`src/rtl/cpu_pkg.sv`:
```
// Shared CPU constants: ALU control codes, ALU_OP encodings, R-type funct
// values and default datapath widths. The ALU decodes the same ALUC values.
package cpu_pkg;

  localparam int XLEN_DEF  = 32;
  localparam int RADDR_DEF = 5;

  localparam logic [3:0] ALUC_AND = 4'b0000;
  localparam logic [3:0] ALUC_OR  = 4'b0001;
  localparam logic [3:0] ALUC_ADD = 4'b0010;
  localparam logic [3:0] ALUC_SUB = 4'b0110;
  localparam logic [3:0] ALUC_BEQ = 4'b1000;
  localparam logic [3:0] ALUC_BNE = 4'b1100;

  typedef enum logic [1:0] {
    ALU_OP_ADD    = 2'b00,
    ALU_OP_BRANCH = 2'b01,
    ALU_OP_RTYPE  = 2'b10,
    ALU_OP_ORI    = 2'b11
  } alu_op_t;

  localparam logic [5:0] FUNCT_ADD = 6'b100000;
  localparam logic [5:0] FUNCT_SUB = 6'b100010;
  localparam logic [5:0] FUNCT_AND = 6'b100100;
  localparam logic [5:0] FUNCT_OR  = 6'b100101;

endpackage

```
`src/rtl/alu_ctrl.sv`:
```
// ALU control decode: alu_op / funct / bne -> 4-bit ALUC plus an illegal flag
// for R-type instructions carrying a funct this ALU does not implement.
module alu_ctrl
  import cpu_pkg::*;
(
  input  logic [1:0] alu_op,
  input  logic [5:0] funct,
  input  logic       bne,
  output logic [3:0] aluc,
  output logic       illegal
);

  // Unknown R-type funct falls back to ADD so the ALU still sees a defined code.
  always_comb begin
    aluc    = ALUC_ADD;
    illegal = 1'b0;
    case (alu_op_t'(alu_op))
      ALU_OP_ADD:    aluc = ALUC_ADD;
      ALU_OP_BRANCH: aluc = bne ? ALUC_BNE : ALUC_BEQ;
      ALU_OP_ORI:    aluc = ALUC_OR;
      ALU_OP_RTYPE: begin
        case (funct)
          FUNCT_ADD: aluc = ALUC_ADD;
          FUNCT_SUB: aluc = ALUC_SUB;
          FUNCT_AND: aluc = ALUC_AND;
          FUNCT_OR:  aluc = ALUC_OR;
          default: begin
            aluc    = ALUC_ADD;
            illegal = 1'b1;
          end
        endcase
      end
      default: aluc = ALUC_ADD;
    endcase
  end

endmodule

```
`src/rtl/id_ex_stage.sv`:
```
// ID/EX pipeline register feeding the ALU. Captures decoded fields and
// register-file operands, resolves EX/MEM and MEM/WB forwarding on the
// registered source indices, and stalls ID/IF on a load-use hazard.
module id_ex_stage
  import cpu_pkg::*;
#(
  parameter int XLEN  = XLEN_DEF,
  parameter int RADDR = RADDR_DEF
) (
  input  logic             clk,
  input  logic             reset,
  input  logic             id_valid,
  input  logic [1:0]       id_alu_op,
  input  logic [5:0]       id_funct,
  input  logic             id_bne,
  input  logic [RADDR-1:0] id_rs,
  input  logic [RADDR-1:0] id_rt,
  input  logic [RADDR-1:0] id_rd,
  input  logic [XLEN-1:0]  id_rs_data,
  input  logic [XLEN-1:0]  id_rt_data,
  input  logic [XLEN-1:0]  id_imm,
  input  logic             id_alusrc,
  input  logic             id_regdst,
  input  logic             id_regwrite,
  input  logic             id_memread,
  input  logic             id_memwrite,
  input  logic             id_memtoreg,
  input  logic             hold,
  input  logic             flush,
  input  logic             mem_regwrite,
  input  logic [RADDR-1:0] mem_rd,
  input  logic [XLEN-1:0]  mem_alu_out,
  input  logic             wb_regwrite,
  input  logic [RADDR-1:0] wb_rd,
  input  logic [XLEN-1:0]  wb_data,
  output logic [XLEN-1:0]  ALUIN1,
  output logic [XLEN-1:0]  ALUIN2,
  output logic [3:0]       ALUC,
  output logic [XLEN-1:0]  ex_store_data,
  output logic [RADDR-1:0] ex_dest,
  output logic             ex_valid,
  output logic             ex_regwrite,
  output logic             ex_memread,
  output logic             ex_memwrite,
  output logic             ex_memtoreg,
  output logic             ex_illegal,
  output logic             stall_req
);

  logic [RADDR-1:0] rs_q, rt_q;
  logic [XLEN-1:0]  rs_data_q, rt_data_q, imm_q;
  logic             alusrc_q;
  logic [3:0]       aluc_dec;
  logic             illegal_dec;
  logic [XLEN-1:0]  fwd_rs, fwd_rt;
  logic             bubble;

  alu_ctrl u_alu_ctrl (
    .alu_op  (id_alu_op),
    .funct   (id_funct),
    .bne     (id_bne),
    .aluc    (aluc_dec),
    .illegal (illegal_dec)
  );

  // Load in EX whose result the ID instruction reads: hold ID/IF one cycle.
  assign stall_req = ex_valid && ex_memread && (ex_dest != '0) && id_valid &&
                     ((ex_dest == id_rs) || ((ex_dest == id_rt) && !id_alusrc));

  // Reset and flush override hold; a stall or an empty ID slot inserts a bubble.
  assign bubble = reset || flush || (!hold && (stall_req || !id_valid));

  // Pipeline register update: bubble, freeze, or capture.
  always_ff @(posedge clk) begin
    if (bubble) begin
      ex_valid    <= 1'b0;
      ex_regwrite <= 1'b0;
      ex_memread  <= 1'b0;
      ex_memwrite <= 1'b0;
      ex_memtoreg <= 1'b0;
      ex_illegal  <= 1'b0;
      ALUC        <= ALUC_ADD;
      ex_dest     <= '0;
      rs_q        <= '0;
      rt_q        <= '0;
      rs_data_q   <= '0;
      rt_data_q   <= '0;
      imm_q       <= '0;
      alusrc_q    <= 1'b0;
    end else if (!hold) begin
      ex_valid    <= 1'b1;
      ex_regwrite <= id_regwrite;
      ex_memread  <= id_memread;
      ex_memwrite <= id_memwrite;
      ex_memtoreg <= id_memtoreg;
      ex_illegal  <= illegal_dec;
      ALUC        <= aluc_dec;
      ex_dest     <= id_regdst ? id_rd : id_rt;
      rs_q        <= id_rs;
      rt_q        <= id_rt;
      rs_data_q   <= id_rs_data;
      rt_data_q   <= id_rt_data;
      imm_q       <= id_imm;
      alusrc_q    <= id_alusrc;
    end
  end

  // Operand forwarding: youngest producer (EX/MEM) wins, register 0 never forwards.
  always_comb begin
    fwd_rs = rs_data_q;
    if (mem_regwrite && (mem_rd != '0) && (mem_rd == rs_q))
      fwd_rs = mem_alu_out;
    else if (wb_regwrite && (wb_rd != '0) && (wb_rd == rs_q))
      fwd_rs = wb_data;
  end

  // Same selection for the rt operand.
  always_comb begin
    fwd_rt = rt_data_q;
    if (mem_regwrite && (mem_rd != '0) && (mem_rd == rt_q))
      fwd_rt = mem_alu_out;
    else if (wb_regwrite && (wb_rd != '0) && (wb_rd == rt_q))
      fwd_rt = wb_data;
  end

  assign ALUIN1        = fwd_rs;
  assign ALUIN2        = alusrc_q ? imm_q : fwd_rt;
  assign ex_store_data = fwd_rt;

endmodule

```
`config.mk`:
```
export PLATFORM = sky130hd
export DESIGN_NAME = id_ex_stage
export DESIGN_NICKNAME = d
export VERILOG_FILES = /design/src/rtl/cpu_pkg.sv /design/src/rtl/alu_ctrl.sv /design/src/rtl/id_ex_stage.sv
export SDC_FILE = /design/constraint.sdc
export NUM_CORES = 1
export LEC_CHECK = 0
export CAP_MARGIN = 20
export CORE_MARGIN = 2
export CORE_UTILIZATION = 41
export CTS_CLUSTER_SIZE = 12
export DETAILED_ROUTE_END_ITERATION = 16
export HOLD_SLACK_MARGIN = 0.05
export PLACE_DENSITY = 0.81
export SYNTH_ARGS = -nofsm -noshare
export SYNTH_HDL_FRONTEND = slang
export SYNTH_SLANG_ARGS = --single-unit
```
`constraint.sdc`:
```
create_clock -name clk -period 3.3 [get_ports clk]
set_input_delay 0.66 -clock clk [delete_from_list [all_inputs] [get_ports clk]]
set_output_delay 0.66 -clock clk [all_outputs]
set_load 0.05 [all_outputs]
```
==> flow_summary.ini, run 1 <==
[setup_path]
r2r_start = ex_dest[0]
critical_path.top_delay_family = simple AND/OR/NAND/NOR gates
required_ps = 2640
slowest_delay_ps = 630
cp-end-kind = output pin
crit_type = primary input to output pin
crit_top_cell = buf_6
cp.arrival_ps = 2750
cp_max_fo = 5
critPathLaunch = wb_rd[0]
path_cells = buf_6 -> xor2_2 -> or4b_4 -> buf_12 -> or3_4 -> a211oi_4 -> o31ai_4 -> buf_6
cpMaxStageDelayCell = or4b_4
path_buf_inv = 3
crit_path_start_kind = primary input

[sta]
hold_violations = 0
fin_skew_ps = 5.403
relSlewSlack_pct = 24.43
fin_ws_ps = -107.1
fin_tns_setup_ps = -792.9
fin_crit_sh_pct = 103.2
drv_slew = 0
setup_violations = 19
worstMarginPinSlew_ps = 1134
grt_setup_unrepaired = true
period_minus_slack_ps = 3407
fmax_ghz = 0.2935

[cts]
numCtsBuffers = 17
cts_tree = yes
path_clk_slew_ps = 60
root_buffer = clkbuf_16
clock_sinks = 122
clk-insertion-delay-late_ps = 420
ctsHoldBuffers = 0
htree_levels = 4
max-clock-path-buffers = 2

[detailed_routing]
dr.pass1.iters = 5
drt-initial-drc-count = 766
routed_wl_mm = 29.90
wl_per_cell_um = 22.86
drc_errors = 0
viasPerCell = 5.877
antenna_left = 0
via_count = 7687

[finish]
final_common_cell = clkdlybuf4s50_1
nFillCells = 945
final_cell_mix = clkdlybuf4s50_1, dfxtp_1, a22o_1
fin_nets = 1285
syn2layout_area_growth_pct = 93.44
final_area_mm2 = 0.01277
drive_gt1_share_pct = 35.47

[die]
start_util_pct = 41.70
die_w_um = 130.9
die_h_um = 130.9
row_count = 46
core_mm2 = 0.01583
num_io_pins = 319
die_area_mm2 = 0.01713

[place]
port_buffers = 318
dp_slack_ps = -612.6
placed_area_mm2 = 0.01129
gp_congestion = 0.8833
hpwl_mm = 20.01

[global_route]
antenna_found_initial = 1
grt_overflow_total = 0
grt_max_degree = 63
grt_usage_pct = 33.53
grt_pass1_vias = 7657
grt_pass1_wl_mm = 43.68

[yosys]
synth_edf_count = 0
async_flop_share_pct = 0
yosys_warnings = 0
syn_area_mm2 = 0.006600
synth_cell_type_count = 44
ys_ff_latch = 122
syn-instance-count = 725
synth.avg_cell_area_um2 = 9.104
synth_seq_area_share_pct = 37.00
ys.flop_type = dfxtp_1
syn_nets = 932

[hold_path]
hp-class = flip-flop to flip-flop
min_from = ALUC[3]

[outcome]
failed_checks = negative setup slack
outcome = complete, but fails checks

[pwr]
irDropWorstVdd_uv = 400.2
power_density_mw_per_mm2 = 345.2
total_leakage_power_nw = 4.676

[flow_run]
drv_cap = 0
[metal layers]
metal	vias up	share of wire, %	global-route usage (%)
met5	-	0	0
met4	0	3.0	11.20
met3	77	8.5	8.673
met2	426	49	56.19
met1	3692	39	42.13
li1	3492	-	-
[area by class of cell]
| class | instances | area, um2 | area share [%] |
|---|---|---|---|
| timing repair buffer | 415 | 4636 | 36.31 |
| antenna | 1 | 2.502 | 0.01960 |
| clock buffer | 24 | 461.7 | 3.616 |
| multi-input combinational | 521 | 4845 | 37.95 |
| clock inverter | 8 | 95.09 | 0.7448 |
| sequential | 122 | 2454 | 19.22 |
| inverter | 1 | 3.754 | 0.02940 |
| tap | 216 | 270.3 | 2.117 |
[synthesized netlist by cell type (all sizes together), types with 2 or more instances]
cell type	instances	area share, %
a31oi	33	3.1
mux2i	32	4.9
nor4	32	3.3
or4	2	0.23
xor2	10	1.3
nand3	34	2.6
nand2	37	2.1
dfxtp	122	37
and2	3	0.28
a32o	2	0.30
mux2	36	6.1
or2	2	0.19
nor3	33	2.5
o31ai	32	5.1
xnor2	20	2.7
a211oi	2	0.23
nand4	3	0.28
a22o	117	16
o21ai	3	0.23
clkbuf	60	3.4
a21oi	34	2.6
buf	21	2.0
nor2	41	2.3
[kinds of logic (layout without fill, tap and decap cells)]
group / after synthesis / in the layout / synth area share [%]
AND/OR/NAND/NOR: 194 / 194 / 14.69
flip-flops: 122 / 122 / 37.00
multiplexers: 68 / 68 / 11.00
other: 0 / 1 / 0
XOR/XNOR: 30 / 30 / 3.981
AO/OA/AOI/OAI: 229 / 229 / 27.89
buffers and inverters: 82 / 448 / 5.441
[final timing paths]
kind | endpoint | slack [ps] | cells past startpoint
worst max-delay path | ALUIN2[15] | -110 | 8
worst min-delay path | ALUC[3] | 470 | 1
worst max register to register | imm_q[1] | 1130 | 5
worst min register to register | ALUC[3] | 470 | 1
[timing repair]
action	CTS	global route
setup buffers	15	7
cloned	5	1
gates resized for setup	129	56
pin swaps	24	22
endpoints found under the setup margin	96	76
[stage by stage]
step / hold slack (ps) / total power, mW / cells / utilization (%)
after floorplan: 436.9 / 1.993 / 725 / -
after global placement: 451.3 / 2.512 / 1255 / 71.34
after detailed placement: 451.3 / 2.526 / 1255 / 71.34
after CTS: 466.9 / 4.387 / 1304 / 79.45
after global routing: 483.6 / 4.534 / 1308 / 80.66
final: 466.4 / 4.407 / 1308 / 80.66
[report_power, final]
part / total (mW) / switching [mW] / internal [mW] / leakage (nW)
combinational: 1.06 / 0.529 / 0.532 / 3.42
sequential: 1.53 / 0.0311 / 1.50 / 0.991
clock: 1.81 / 0.686 / 1.13 / 0.268
[flip-flops by register name, indices dropped and copies added, names as in the netlist]
signal	flops
ex_regwrite	1
rs_q	5
ex_valid	1
imm_q	32
rs_data_q	32
ALUC	4
rt_data_q	32
rt_q	5
ex_memtoreg	1
alusrc_q	1
ex_memwrite	1
ex_dest	5
ex_memread	1
ex_illegal	1
[worst register-to-register path, cell delays in order (launching register included)]
cell and delay, ps:
dfxtp_1 460, xor2_1 240, o32ai_2 140, a21oi_4 760
buf_12 310, a22o_1 200
Power figures use the tool's default switching activity.
==> run 2, diff against run 1 <==
- CORE_ASPECT_RATIO: not set -> 1.5
==> flow_summary.ini, run 2 (synthesis gave the netlist of run 1 again) <==
[setup_path]
crit_type = primary input to output pin
r2r_cells = 7
crit_path_start_kind = primary input
path_buf_inv = 4
cp.arrival_ps = 2690
crit_top_cell = buf_6
required_ps = 2640
path_cells = buf_6 -> xor2_2 -> or4b_4 -> buf_4 -> buf_12 -> o31ai_4 -> a31oi_4 -> mux2_2 -> buf_6
slowest_delay_ps = 610
cp_max_fo = 5
cp-end-kind = output pin
cp.depth = 9
cpMaxStageDelayCell = or4b_4
critical_path.top_delay_family = simple AND/OR/NAND/NOR gates

[finish]
instances_no_fill = 1297
multi_input_comb_area_mm2 = 0.004842
finish.utilization_pct = 80.92
nFillCells = 933
drive_gt1_share_pct = 35.69
final_area_mm2 = 0.01270
syn2layout_area_growth_pct = 92.42
fin_nets = 1281
final_cell_mix = clkdlybuf4s50_1, dfxtp_1, a22o_1
final-seq-area_mm2 = 0.002454
largestRegisters = imm_q (32), rs_data_q (32), rt_data_q (32)
final_common_cell = clkdlybuf4s50_1

[outcome]
outcome = complete, but fails checks
failed_checks = negative setup slack

[pwr]
total_leakage_power_nw = 4.648
irDropWorstVdd_uv = 299.7
power_density_mw_per_mm2 = 360.9

[cts]
path_clk_slew_ps = 60
numCtsBuffers = 17
cts_tree = yes
max-clock-path-buffers = 2
htree_levels = 4
clk-insertion-delay-late_ps = 420
root_buffer = clkbuf_16
clock_sinks = 122

[place]
port_buffers = 318
hpwl_mm = 20.50
gp_congestion = 0.8948
dp_slack_ps = -773.7
dp_cells = 1241
placed_area_mm2 = 0.01121

[global_route]
grt_pass1_wl_mm = 45.04
antenna_found_initial = 8
grt_pass1_vias = 7975
grt_max_degree = 90
grt_overflow_total = 0
grt_usage_pct = 33.98

[detailed_routing]
routed_wl_mm = 31.05
wl_per_cell_um = 23.94
drt-initial-drc-count = 602
via_count = 7802
dr.pass1.iters = 5
antenna_left = 0
drc_errors = 0
viasPerCell = 6.015

[die]
die_w_um = 107.6
num_io_pins = 319
core_mm2 = 0.01570
start_util_pct = 42.05
row_count = 56
die_h_um = 159.4
die_area_mm2 = 0.01715

[sta]
fin_ws_ps = -54.20
fmax_ghz = 0.2981
period_minus_slack_ps = 3354
worst_hold_slack_ps = 464.2
fin_skew_ps = 10.75
relSlewSlack_pct = 34.37
worstMarginPinSlew_ps = 984.4
drv_slew = 0
hold_violations = 0
grt_setup_unrepaired = true
setup_violations = 18
fin_crit_sh_pct = 101.6

[flow_run]
drv_cap = 0

[hold_path]
hold_depth = 1
hp-class = flip-flop to flip-flop
[run 2: cell type report]
type | count | area share [%]
clock buffer | 21 | 3.547
inverter | 1 | 0.02956
antenna | 7 | 0.1379
timing repair buffer | 411 | 35.50
sequential | 122 | 19.32
multi-input combinational | 521 | 38.13
clock inverter | 11 | 1.340
tap | 203 | 2.000
[run 2: power breakdown]
group	internal (mW)	leakage [nW]	total, mW	switching, mW
registers	1.50	0.991	1.53	0.0314
logic	0.524	3.36	1.06	0.532
clock network	1.28	0.293	1.99	0.710
total	3.31	4.65	4.58	1.27
[run 2: worst paths after layout]
kind | from | end | slack [ps]
hold / removal | ex_illegal | ex_illegal | 460
setup reg to reg | ex_dest[4] | rt_data_q[12] | 1230
hold reg to reg | ex_illegal | ex_illegal | 460
setup / recovery | wb_rd[0] | ALUIN2[8] | -50
[run 2: metrics by stage]
step | TNS [ps] | total power, mW
floorplan | -574.2 | 1.993
global placement | -36570 | 2.513
detailed placement | -39360 | 2.526
CTS | -1238 | 4.549
global route | -1919 | 4.699
finish | -465.7 | 4.583
[run 2: timing repair]
item	4_1_cts	5_1_grt
hold buffers	0	0
endpoints found under the hold margin	0	0
setup endpoints to repair	96	75
gates cloned	4	3
resized for setup	115	52
pin swaps	12	9
setup buffers	7	6
[run 2: layer usage]
metal	wire (um)	vias up	global-route usage, %	share of wire (%)
li1	-	3479	-	-
met1	11470	3808	38.81	37
met2	15900	418	58.43	51
met3	2231	95	7.532	7.2
met4	1436	2	17.37	4.6
met5	13	-	0	0.042
